## src/rtl/fetch_decode_queue_pkg.sv

```systemverilog
// Shared constants and entry layout for the fetch-to-decode instruction queue.
package fetch_decode_queue_pkg;

    // Instruction presented to decode when the queue is empty (addi x0,x0,0).
    localparam logic [31:0] NOP_INSTR = 32'h0000_0013;

    // Field offsets inside one 96-bit queue entry.
    localparam int ENTRY_W    = 96;
    localparam int PC_LSB     = 64;
    localparam int PC4_LSB    = 32;
    localparam int INSTR_LSB  = 0;
    localparam int FIELD_W    = 32;

    typedef logic [ENTRY_W-1:0] entry_t;

    // Pack one fetched triple into the entry layout.
    function automatic entry_t pack_entry(input logic [31:0] pc,
                                          input logic [31:0] pc_plus4,
                                          input logic [31:0] instr);
        return {pc, pc_plus4, instr};
    endfunction

    // Value the head read mux presents when nothing is queued.
    localparam entry_t EMPTY_ENTRY = {32'h0000_0000, 32'h0000_0000, NOP_INSTR};

endpackage

```

## src/rtl/fetch_decode_queue.sv

```systemverilog
// Instruction queue between fetch and decode. Buffers {PC, PC+4, instr}
// triples so fetch keeps running while decode stalls; a taken branch or jump
// flushes every queued wrong-path entry. A dedicated count register is the
// only source of full/empty so pointer equality never has to be disambiguated.
module fetch_decode_queue
    import fetch_decode_queue_pkg::*;
#(
    parameter  int DEPTH = 4,
    localparam int PTR_W = $clog2(DEPTH)
) (
    input  logic             clock,
    input  logic             reset,
    input  logic [31:0]      in_pc,
    input  logic [31:0]      in_pc_plus4,
    input  logic [31:0]      in_instruction,
    input  logic             in_valid,
    input  logic             flush,
    input  logic             decode_ready,
    output logic [31:0]      out_pc,
    output logic [31:0]      out_pc_plus4,
    output logic [31:0]      out_instruction,
    output logic             out_valid,
    output logic             full,
    output logic [PTR_W:0]   count
);

    localparam logic [PTR_W:0] DEPTH_CNT = (PTR_W + 1)'(DEPTH);
    localparam logic [PTR_W-1:0] PTR_ONE = PTR_W'(1);

    entry_t            mem_q [DEPTH];
    logic [PTR_W-1:0]  rd_ptr_q;
    logic [PTR_W-1:0]  wr_ptr_q;
    logic [PTR_W:0]    count_q;
    logic [PTR_W:0]    count_d;
    logic              push_s;
    logic              pop_s;
    entry_t            head_s;

    // full and valid decode the current count only, never the inputs.
    assign full      = (count_q == DEPTH_CNT);
    assign out_valid = (count_q != {(PTR_W + 1){1'b0}});
    assign count     = count_q;

    // Flush wins over both push and pop; a full queue rejects pushes even if a pop frees a slot this cycle.
    assign push_s = in_valid & ~full & ~flush;
    assign pop_s  = out_valid & decode_ready & ~flush;

    // Next occupancy from the push/pop pair.
    always_comb begin
        count_d = count_q;
        case ({push_s, pop_s})
            2'b10:   count_d = count_q + {{PTR_W{1'b0}}, 1'b1};
            2'b01:   count_d = count_q - {{PTR_W{1'b0}}, 1'b1};
            2'b11:   count_d = count_q;
            default: count_d = count_q;
        endcase
    end

    // Pointer and occupancy state; flush rewinds everything to the empty state.
    always_ff @(posedge clock or negedge reset) begin
        if (!reset) begin
            rd_ptr_q <= '0;
            wr_ptr_q <= '0;
            count_q  <= '0;
        end else if (flush) begin
            rd_ptr_q <= '0;
            wr_ptr_q <= '0;
            count_q  <= '0;
        end else begin
            if (push_s) begin
                wr_ptr_q <= wr_ptr_q + PTR_ONE;
            end
            if (pop_s) begin
                rd_ptr_q <= rd_ptr_q + PTR_ONE;
            end
            count_q <= count_d;
        end
    end

    // Entry storage; cleared on reset so the head read is clean, left as-is on flush.
    always_ff @(posedge clock or negedge reset) begin
        if (!reset) begin
            for (int i = 0; i < DEPTH; i++) begin
                mem_q[i] <= '0;
            end
        end else if (push_s) begin
            mem_q[wr_ptr_q] <= pack_entry(in_pc, in_pc_plus4, in_instruction);
        end
    end

    // Head read: stored entry when something is queued, NOP triple otherwise.
    assign head_s = out_valid ? mem_q[rd_ptr_q] : EMPTY_ENTRY;

    assign out_pc          = head_s[PC_LSB    +: FIELD_W];
    assign out_pc_plus4    = head_s[PC4_LSB   +: FIELD_W];
    assign out_instruction = head_s[INSTR_LSB +: FIELD_W];

endmodule

```

## config.mk

```make
export PLATFORM = sky130hd
export DESIGN_NAME = fetch_decode_queue
export DESIGN_NICKNAME = d
export VERILOG_FILES = /design/src/rtl/fetch_decode_queue_pkg.sv /design/src/rtl/fetch_decode_queue.sv
export SDC_FILE = /design/constraint.sdc
export NUM_CORES = 1
export LEC_CHECK = 0
export ABC_AREA = 0
export BUFFER_PORTS_ARGS = -buffer_cell sky130_fd_sc_hd__buf_4
export CORE_MARGIN = 5
export CORE_UTILIZATION = 59
export DETAILED_ROUTE_END_ITERATION = 10
export GPL_ROUTABILITY_DRIVEN = 0
export PLACE_DENSITY = 0.88
export SLEW_MARGIN = 15
export SYNTH_ARGS = -nofsm -noshare
export SYNTH_HDL_FRONTEND = slang
export SYNTH_SLANG_ARGS = --single-unit
```

## constraint.sdc

```tcl
create_clock -name clock -period 3 [get_ports clock]
set_clock_uncertainty 0.2 [all_clocks]
set_input_delay 0.45 -clock clock [delete_from_list [all_inputs] [get_ports clock]]
set_output_delay 0.45 -clock clock [all_outputs]
set_load 0.02 [all_outputs]
```

==> results of run 1 <==
worst max path at each step:
stage                                to   startpoint  slack, ps  cells after the start
finish               out_instruction[1]  rd_ptr_q[0]         90                      5
global placement             mem_q[287]     count[1]        500                      4
CTS                 out_instruction[26]  rd_ptr_q[0]          5                      5
detailed placement           mem_q[285]     count[1]        460                      4
global route            out_pc_plus4[9]  rd_ptr_q[0]          7                      5
floorplan                      count[2]     count[1]        590                      7
where the power goes:
group,total (W),internal [W],switching [W]
Combinational,0.00407,0.00242,0.00165
Clock,0.00514,0.00314,0.00200
Sequential,0.00751,0.00673,0.000781
final cells by class:
cell class	instances	share of cell area, %
Sequential cell	391	43.8
Multi-Input combinational cell	621	33.4
Timing Repair Buffer	352	14.4
Clock buffer	61	5.61
Tap cell	390	2.18
Clock inverter	10	0.576
Inverter	7	0.117
repair_timing:
| item | in CTS | in global routing |
|---|---|---|
| setup endpoints to repair | 17 | 94 |
| gates cloned | 0 | 1 |
| hold buffers | 98 | 0 |
| resized for setup | 5 | 4 |
| hold endpoints to repair | 444 | 0 |
| setup buffers | 5 | 11 |
worst max-delay path, cell delays in order, from the launching register on:
cell	delay, ps
dfrtp_4	430
buf_12	160
buf_16	150
mux4_2	490
or2_2	330
buf_4	170
state kept, by name (all words and copies together), names as in the netlist:
signal / cells
mem_q: 384
wr_ptr_q: 2
rd_ptr_q: 2
count: 3
cells in the final DEF, fill, tap and decap left out, drive strengths merged, types with 3 or more instances in the layout:
cell and count:
dfrtp 391, dlygate4sd3 98, buf 253, a21oi 3, mux4 96, and2 93, inv 8, bufinv 3
clkinv 6, clkbuf 62, ha 4, mux2 385, nor2 5, or2 4, nand3 8
cell families after synthesis:
kind of cell / Yosys count / share of synthesized area (%)
compound gates: 14 / 0.537
simple gates: 118 / 4.24
xor+xnor: 3 / 0.146
buf+inv: 86 / 4.00
flops: 391 / 54.5
fa+ha+maj: 5 / 0.390
mux: 481 / 36.2
layer usage:
metal  track usage [%]  share of wire (%)
met1              31.9                 41
met2              42.1                 52
met3              4.60                5.2
met4              7.10                2.3
met5                 0              0.032
through the flow:
step	hold slack, ps	instance area [um2]
finish	71.0	22400
global route	64.4	22400
CTS	43.6	22200
detailed placement	272	19800
global placement	268	19800
floorplan	-45.6	18000
==> results.ini, run 1 <==
[yosys]
synthArstFlopShare_pct = 100
synth-seq-area-share_pct = 54.5
synth.avg_cell_area_um2 = 16.4
synth_cell_types = 36
yosys.area.top_type = dfrtp_1
synth_fp_nets = 1204
synth-main-ff-cell = dfrtp_1
synth_top_cells_by_count = dfrtp_1 (391), mux2_2 (225), mux2_1 (160)
syn_area_um2 = 18000
synth.top_cell.area_share_pct = 54.5
synth-edff-count = 0
synthTopCellsByArea = dfrtp_1 (54%), mux2_2 (14%), mux4_2 (12%)
post-synth-top-count-cell = dfrtp_1
syn_inst = 1098
yosys_warnings = 0
ys_seq_elements = 391

[routing]
ant_nets = 0
drt-total-wl_um = 41000
vias_per_cell = 5.81
drtIter0Drc = 492
drtPass1Iterations = 6
vias = 10600
drcViolationCount = 0
wire_per_inst_um = 22.4

[final_layout]
instances_no_fill = 1832
syn2layout_area_growth_pct = 24.6
fillCellCount = 1700
multiInputGateArea_um2 = 7460
finalNetCount = 1520
diodes = 0
seqCellArea_um2 = 9790
drive_above_1_share_pct = 45.2
fin_util_pct = 74.9

[clocking]
root_buffer = clkbuf_16
max-clock-path-buffers = 3
path_clk_slew_ps = 60
cts_tree = done
clock_latency_ps = 520
cts_sinks = 391
cts_max_level = 2
cts_buffers = 41

[timing]
post-route-period-util_pct = 97.0
setup_viol = 0
worst_slew_pin_slew_ps = 590
hold_viol = 0
fmax_ghz = 0.344
slew_headroom_pct = 60.7
layout_setup_ws_ps = 89.7
finalMaxSlewViolations = 0
rsz0062_at_grt = false
fin_crit_ps = 2910
fin_tns_setup_ps = 0

[run]
maxCapViolCount = 0

[critical_path]
reg2reg_from = count[0]
cp.arrival_ps = 2260
r2r_end = mem_q[273]
worstPathRequired_ps = 2350
critPathLaunchType = register
ff2ff_path_depth = 4
critPathMaxFanout = 12
endpoint_kind = primary output
critical_path_class = reg -> out
reg2reg_slack_ps = 430

[global_routing]
grt_max_degree = 69
grt_pass1_vias = 12000
grt_usage_pct = 24.4
grt_pass1_wl_um = 66000
overflow = 0
antenna_found_initial = 1

[placement]
hpwl_um = 24900
dp_cells = 1646
dp_slack_ps = 459
port-buffer-count = 201

[status]
status = finished clean

[hold_path]
hold_class = in -> reg
min_from = in_valid
min_path_cells = 3
hold_end = wr_ptr_q[0]

[pwr]
p_leak_nw = 10.2
p_total_w = 0.0167
power_density_nw_per_um2 = 748
ir_worst_vdd_uv = 485

[floorplanning]
ioPinCount = 202
rows = 63
start_util_pct = 60.1
die_w_um = 184
die_y_um = 184
die_area_um2 = 34000
fp.coreArea_um2 = 29900

Power figures use the tool's default switching activity.
==> run 2: changes to the inputs <==
--- a/config.mk
+++ b/config.mk
@@ -7,11 +7,13 @@
 export LEC_CHECK = 0
 export ABC_AREA = 0
 export BUFFER_PORTS_ARGS = -buffer_cell sky130_fd_sc_hd__buf_4
+export CORE_ASPECT_RATIO = 1.1
 export CORE_MARGIN = 5
 export CORE_UTILIZATION = 59
 export DETAILED_ROUTE_END_ITERATION = 10
 export GPL_ROUTABILITY_DRIVEN = 0
 export PLACE_DENSITY = 0.88
+export SETUP_SLACK_MARGIN = 0.1
 export SLEW_MARGIN = 15
 export SYNTH_ARGS = -nofsm -noshare
 export SYNTH_HDL_FRONTEND = slang
==> constraint.sdc (replaced) <==
create_clock -name clock -period 3.2 [get_ports clock]
set_clock_uncertainty 0.2 [all_clocks]
set_input_delay 0.48 -clock clock [delete_from_list [all_inputs] [get_ports clock]]
set_output_delay 0.48 -clock clock [all_outputs]
set_load 0.02 [all_outputs]
==> run 2 against run 1 <==
Net effect:
- flip-flop and latch count is the same
- sequential share of layout area grew 0.83 points
- die area about the same
==> results.ini, run 2 (same netlist as run 1, synthesis figures left out) <==
[status]
status = finished clean

[pwr]
p_int_w = 0.0114
p_comb_share_pct = 24.0
p_sw_share_pct = 26.4
switchingPower_w = 0.00407
ir_worst_vdd_uv = 592
pwr-share-seq_pct = 45.3
pwr-share-clk_pct = 30.7
p_leak_nw = 10.0
power_density_nw_per_um2 = 703

[clocking]
cts_max_level = 2
cts_tree = done
max-clock-path-buffers = 3
root_buffer = clkbuf_16
clock_latency_ps = 520
cts_buffers = 41
path_clk_slew_ps = 60
post_cts_buffers = 0
cts_sinks = 391

[placement]
hpwl_um = 22900
dp_slack_ps = 611
port-buffer-count = 201

[routing]
drcViolationCount = 0
drtIter0Drc = 574
drtPass1Iterations = 4
drt-total-wl_um = 39000
ant_nets = 0
wire_per_inst_um = 21.5
vias = 10400
vias_per_cell = 5.73

[critical_path]
critical_path_class = reg -> out
setup.worst_path.end = out_instruction[1]
worstPathRequired_ps = 2520
reg2reg_from = count[1]
critPathMaxFanout = 26
endpoint_kind = primary output
r2r_end = mem_q[326]
cp.arrival_ps = 2360
critPathLaunch = rd_ptr_q[0]
critPathLaunchType = register
reg2reg_slack_ps = 570
ff2ff_path_depth = 4

[timing]
fin_tns_setup_ps = 0
rsz0062_at_grt = true
hold_viol = 0
whs_ps = 13.1
worst_slew_pin_slew_ps = 688
finalMaxSlewViolations = 0
fin_crit_ps = 3040
fmax_ghz = 0.328
slew_headroom_pct = 54.1
layout_setup_ws_ps = 155
post-route-period-util_pct = 95.2
setup_viol = 0

[floorplanning]
rows = 67
die_y_um = 193
die_w_um = 176
start_util_pct = 59.3
die_area_um2 = 34000
ioPinCount = 202
fp.coreArea_um2 = 30300

[final_layout]
largest_reg_flops = 384
final_common_cell = dfrtp_1
regMostFlops = mem_q
drive_above_1_share_pct = 45.2
finalNetCount = 1477
fillCellCount = 1818
final_cell_mix = dfrtp_1 (389), mux2_2 (225), buf_4 (213), mux2_1 (160), mux4_2 (96)
syn2layout_area_growth_pct = 22.2
fin_util_pct = 72.5

[global_routing]
overflow = 0
antenna_found_initial = 2
grt_max_degree = 85
grt_pass1_wl_um = 62800
grt_pass1_vias = 11700
grt_usage_pct = 23.1

[hold_path]
min_from = in_pc_plus4[19]
hold_class = in -> reg

[run]
maxCapViolCount = 0

run 2: changes by cell type in the layout (fill, tap and decap cells not counted), sizes merged:
cell	before	now
dlygate4sd3	98	75
buf	253	232
clkinv	6	8
bufinv	3	2
diode	0	1
run 2: what timing repair did:
action / CTS / global route
gates cloned: 0 / 2
resized for setup: 1 / 4
endpoints found under the hold margin: 259 / 0
setup endpoints to repair: 2 / 69
hold buffers: 75 / 0
run 2: worst min path at each step:
| stage | endpoint | slack, ps | cells after the start |
|---|---|---|---|
| floorplan | count[0] | -20 | 0 |
| global placement | mem_q[165] | 270 | 1 |
| detailed placement | mem_q[165] | 280 | 1 |
| CTS | mem_q[188] | 0.1 | 2 |
| global route | mem_q[106] | 8 | 2 |
| finish | mem_q[339] | 10 | 2 |
run 2: critical path: stages, from the launching register on:
cell and delay (ps):
dfrtp_4 530, buf_16 250, mux4_2 580, or2_2 300, buf_4 160
run 2: metrics by stage:
step | cell area (um2) | std cells | total power [W]
2_1_floorplan | 18000 | 1098 | 0.00937
3_3_place_gp | 19800 | 1665 | 0.0104
3_5_place_dp | 19800 | 1665 | 0.0106
4_1_cts | 21900 | 1811 | 0.0155
5_1_grt | 21900 | 1814 | 0.0162
6_report | 21900 | 1814 | 0.0154
run 2: metal layers:
layer	share of wire, %	GRT usage, %	wire length (um)
met5	0	0	0
met4	2.7	7.26	1050
met3	4.9	4.27	1910
met2	51	40.0	19900
met1	41	30.1	16100
run 2: final cells by class:
class                      count  area (um2)  share of cell area [%]
multi-input combinational    621        7460                    34.0
clock buffer                  60        1250                    5.70
inverter                       7        28.8                   0.131
clock inverter                11         109                   0.496
tap                          414         518                    2.36
antenna                        1        2.50                  0.0114
sequential                   391        9790                    44.6
timing repair buffer         309        2790                    12.7
run 2: power groups by stage:
stage               Combinational (W)  Sequential (W)  Clock, W
finish                        0.00370         0.00700   0.00474
global placement              0.00348         0.00694         0
global route                  0.00402         0.00715   0.00504
floorplan                     0.00257         0.00680         0
CTS                           0.00371         0.00698   0.00484
detailed placement            0.00360         0.00704         0
==> run 3: changes to the inputs <==
--- a/config.mk
+++ b/config.mk
@@ -13,6 +13,7 @@
 export DETAILED_ROUTE_END_ITERATION = 10
 export GPL_ROUTABILITY_DRIVEN = 0
 export PLACE_DENSITY = 0.88
+export RECOVER_POWER = 100
 export SETUP_SLACK_MARGIN = 0.1
 export SLEW_MARGIN = 15
 export SYNTH_ARGS = -nofsm -noshare
==> run 3 against run 2 <==
Net effect:
- the run now ends with capacitance limit, slew limit left
- critical path type is now reg -> reg
- via count decreased by 0.32%
- critical endpoint is now mem_q[344]
- global-route usage did not move
- fmax grew 0.27%
==> results.ini, run 3 (same netlist as run 1, synthesis figures left out) <==
[status]
status = finished, violations left
violations = capacitance limit, slew limit

[final_layout]
regMostFlops = mem_q
seqCellArea_um2 = 9790
largest_reg_flops = 384
multiInputGateArea_um2 = 7430
final_cell_mix = dfrtp_1 (389), mux2_2 (223), buf_4 (180), mux2_1 (162), mux4_2 (96)
fillCellCount = 1875
final_common_cell = dfrtp_1
syn2layout_area_growth_pct = 20.7
drive_above_1_share_pct = 44.1
fin_util_pct = 71.6
finalNetCount = 1477

[floorplanning]
die_y_um = 193
rows = 67
die_w_um = 176
fp.coreArea_um2 = 30300
start_util_pct = 59.3
ioPinCount = 202
die_area_um2 = 34000

[global_routing]
grt_max_degree = 85
grt_usage_pct = 23.1
overflow = 0
grt_pass1_wl_um = 62800
antenna_found_initial = 2
grt_pass1_vias = 11700

[run]
maxCapViolCount = 1

[routing]
ant_nets = 0
wire_per_inst_um = 21.5
vias = 10400
drtPass1Iterations = 4
drtIter0Drc = 502
routed-wl-met3_um = 1750
top_layer = met4
dr_wl_met2_um = 20100
vias_per_cell = 5.71
drt-total-wl_um = 39000
drcViolationCount = 0
drt-met1-wl_um = 16100

[timing]
hold_viol = 0
fin_crit_ps = 3040
fin_tns_setup_ps = 0
worst_slew_pin_slew_ps = 2270
whs_ps = 13.2
rsz0062_at_grt = true
finalMaxSlewViolations = 82
post-route-period-util_pct = 94.9
setup_viol = 0
fmax_ghz = 0.329
slew_headroom_pct = -51.1

[critical_path]
worstPathRequired_ps = 3400
critPathLaunch = count[1]
critical_path_class = reg -> reg
cp.arrival_ps = 3230
reg2reg_from = count[1]
endpoint_kind = register
critPathLaunchType = register
critPathMaxFanout = 25

[hold_path]
hold_class = in -> reg
min_from = in_pc_plus4[19]

[clocking]
root_buffer = clkbuf_16
clock_latency_ps = 520
cts_max_level = 2
cts_sinks = 391
post_cts_buffers = 0
cts_tree = done
path_clk_slew_ps = 60
max-clock-path-buffers = 3
cts_buffers = 41

[placement]
port-buffer-count = 201
hpwl_um = 22900

[pwr]
ir_worst_vdd_uv = 593
power_density_nw_per_um2 = 709
p_leak_nw = 9.82

## run 3: cell count changes in the layout (fill, tap and decap cells not counted), sizes merged
cell    change
diode       +1
clkbuf     +42
buf        -42
## run 3: area by class of cell
class                   count  share of cell area [%]
repair buffers            309                    11.7
clock buffers              60                    5.77
inverters                   7                   0.121
clock inverters            11                   0.502
multi-input cells         621                    34.3
flip-flops and latches    391                    45.2
well taps                 414                    2.39
diodes                      2                  0.0231
## run 3: where the power goes
part | total, W | internal [W] | leakage [nW] | switching, W
logic | 0.00362 | 0.00212 | 4.23 | 0.00150
clock network | 0.00475 | 0.00286 | 0.680 | 0.00189
registers | 0.00700 | 0.00631 | 4.91 | 0.000687
## run 3: path summary, 6_finish.rpt
kind,endpoint,slack (ps),cells after the start
min in group asynchronous,mem_q[213],990,2
max in group asynchronous,mem_q[62],490,2
worst min register to register,mem_q[190],280,1
worst min-delay path,mem_q[339],10,2
worst max-delay path,mem_q[344],160,4
worst max register to register,mem_q[344],160,4
## run 3: per-layer routing
layer,up-vias,GRT usage (%)
li1,4567,-
met2,241,40.0
met3,76,4.27
met5,-,0
met4,0,7.26
met1,5482,30.1
## run 3: repair_timing
action,4_1_cts,5_1_grt
gates resized for setup,1,4
endpoints found under the setup margin,2,69
gates cloned,0,2
endpoints found under the hold margin,259,0
pin swaps,0,0
hold buffers,75,0
## run 3: through the flow
| stage | cell area (um2) | total power, W | instances | setup slack, ps |
|---|---|---|---|---|
| floorplan | 18000 | 0.00937 | 1098 | 793 |
| global placement | 19800 | 0.0104 | 1665 | 650 |
| detailed placement | 19800 | 0.0106 | 1665 | 611 |
| CTS | 21900 | 0.0155 | 1811 | 102 |
| global route | 21700 | 0.0161 | 1814 | 30.9 |
| finish | 21700 | 0.0154 | 1815 | 163 |
## run 3: critical path, stage by stage, from the launching register on
cell and delay (ps):
dfrtp_1 510, or3b_1 590, nand3_2 660, clkbuf_4 540, mux2_2 390
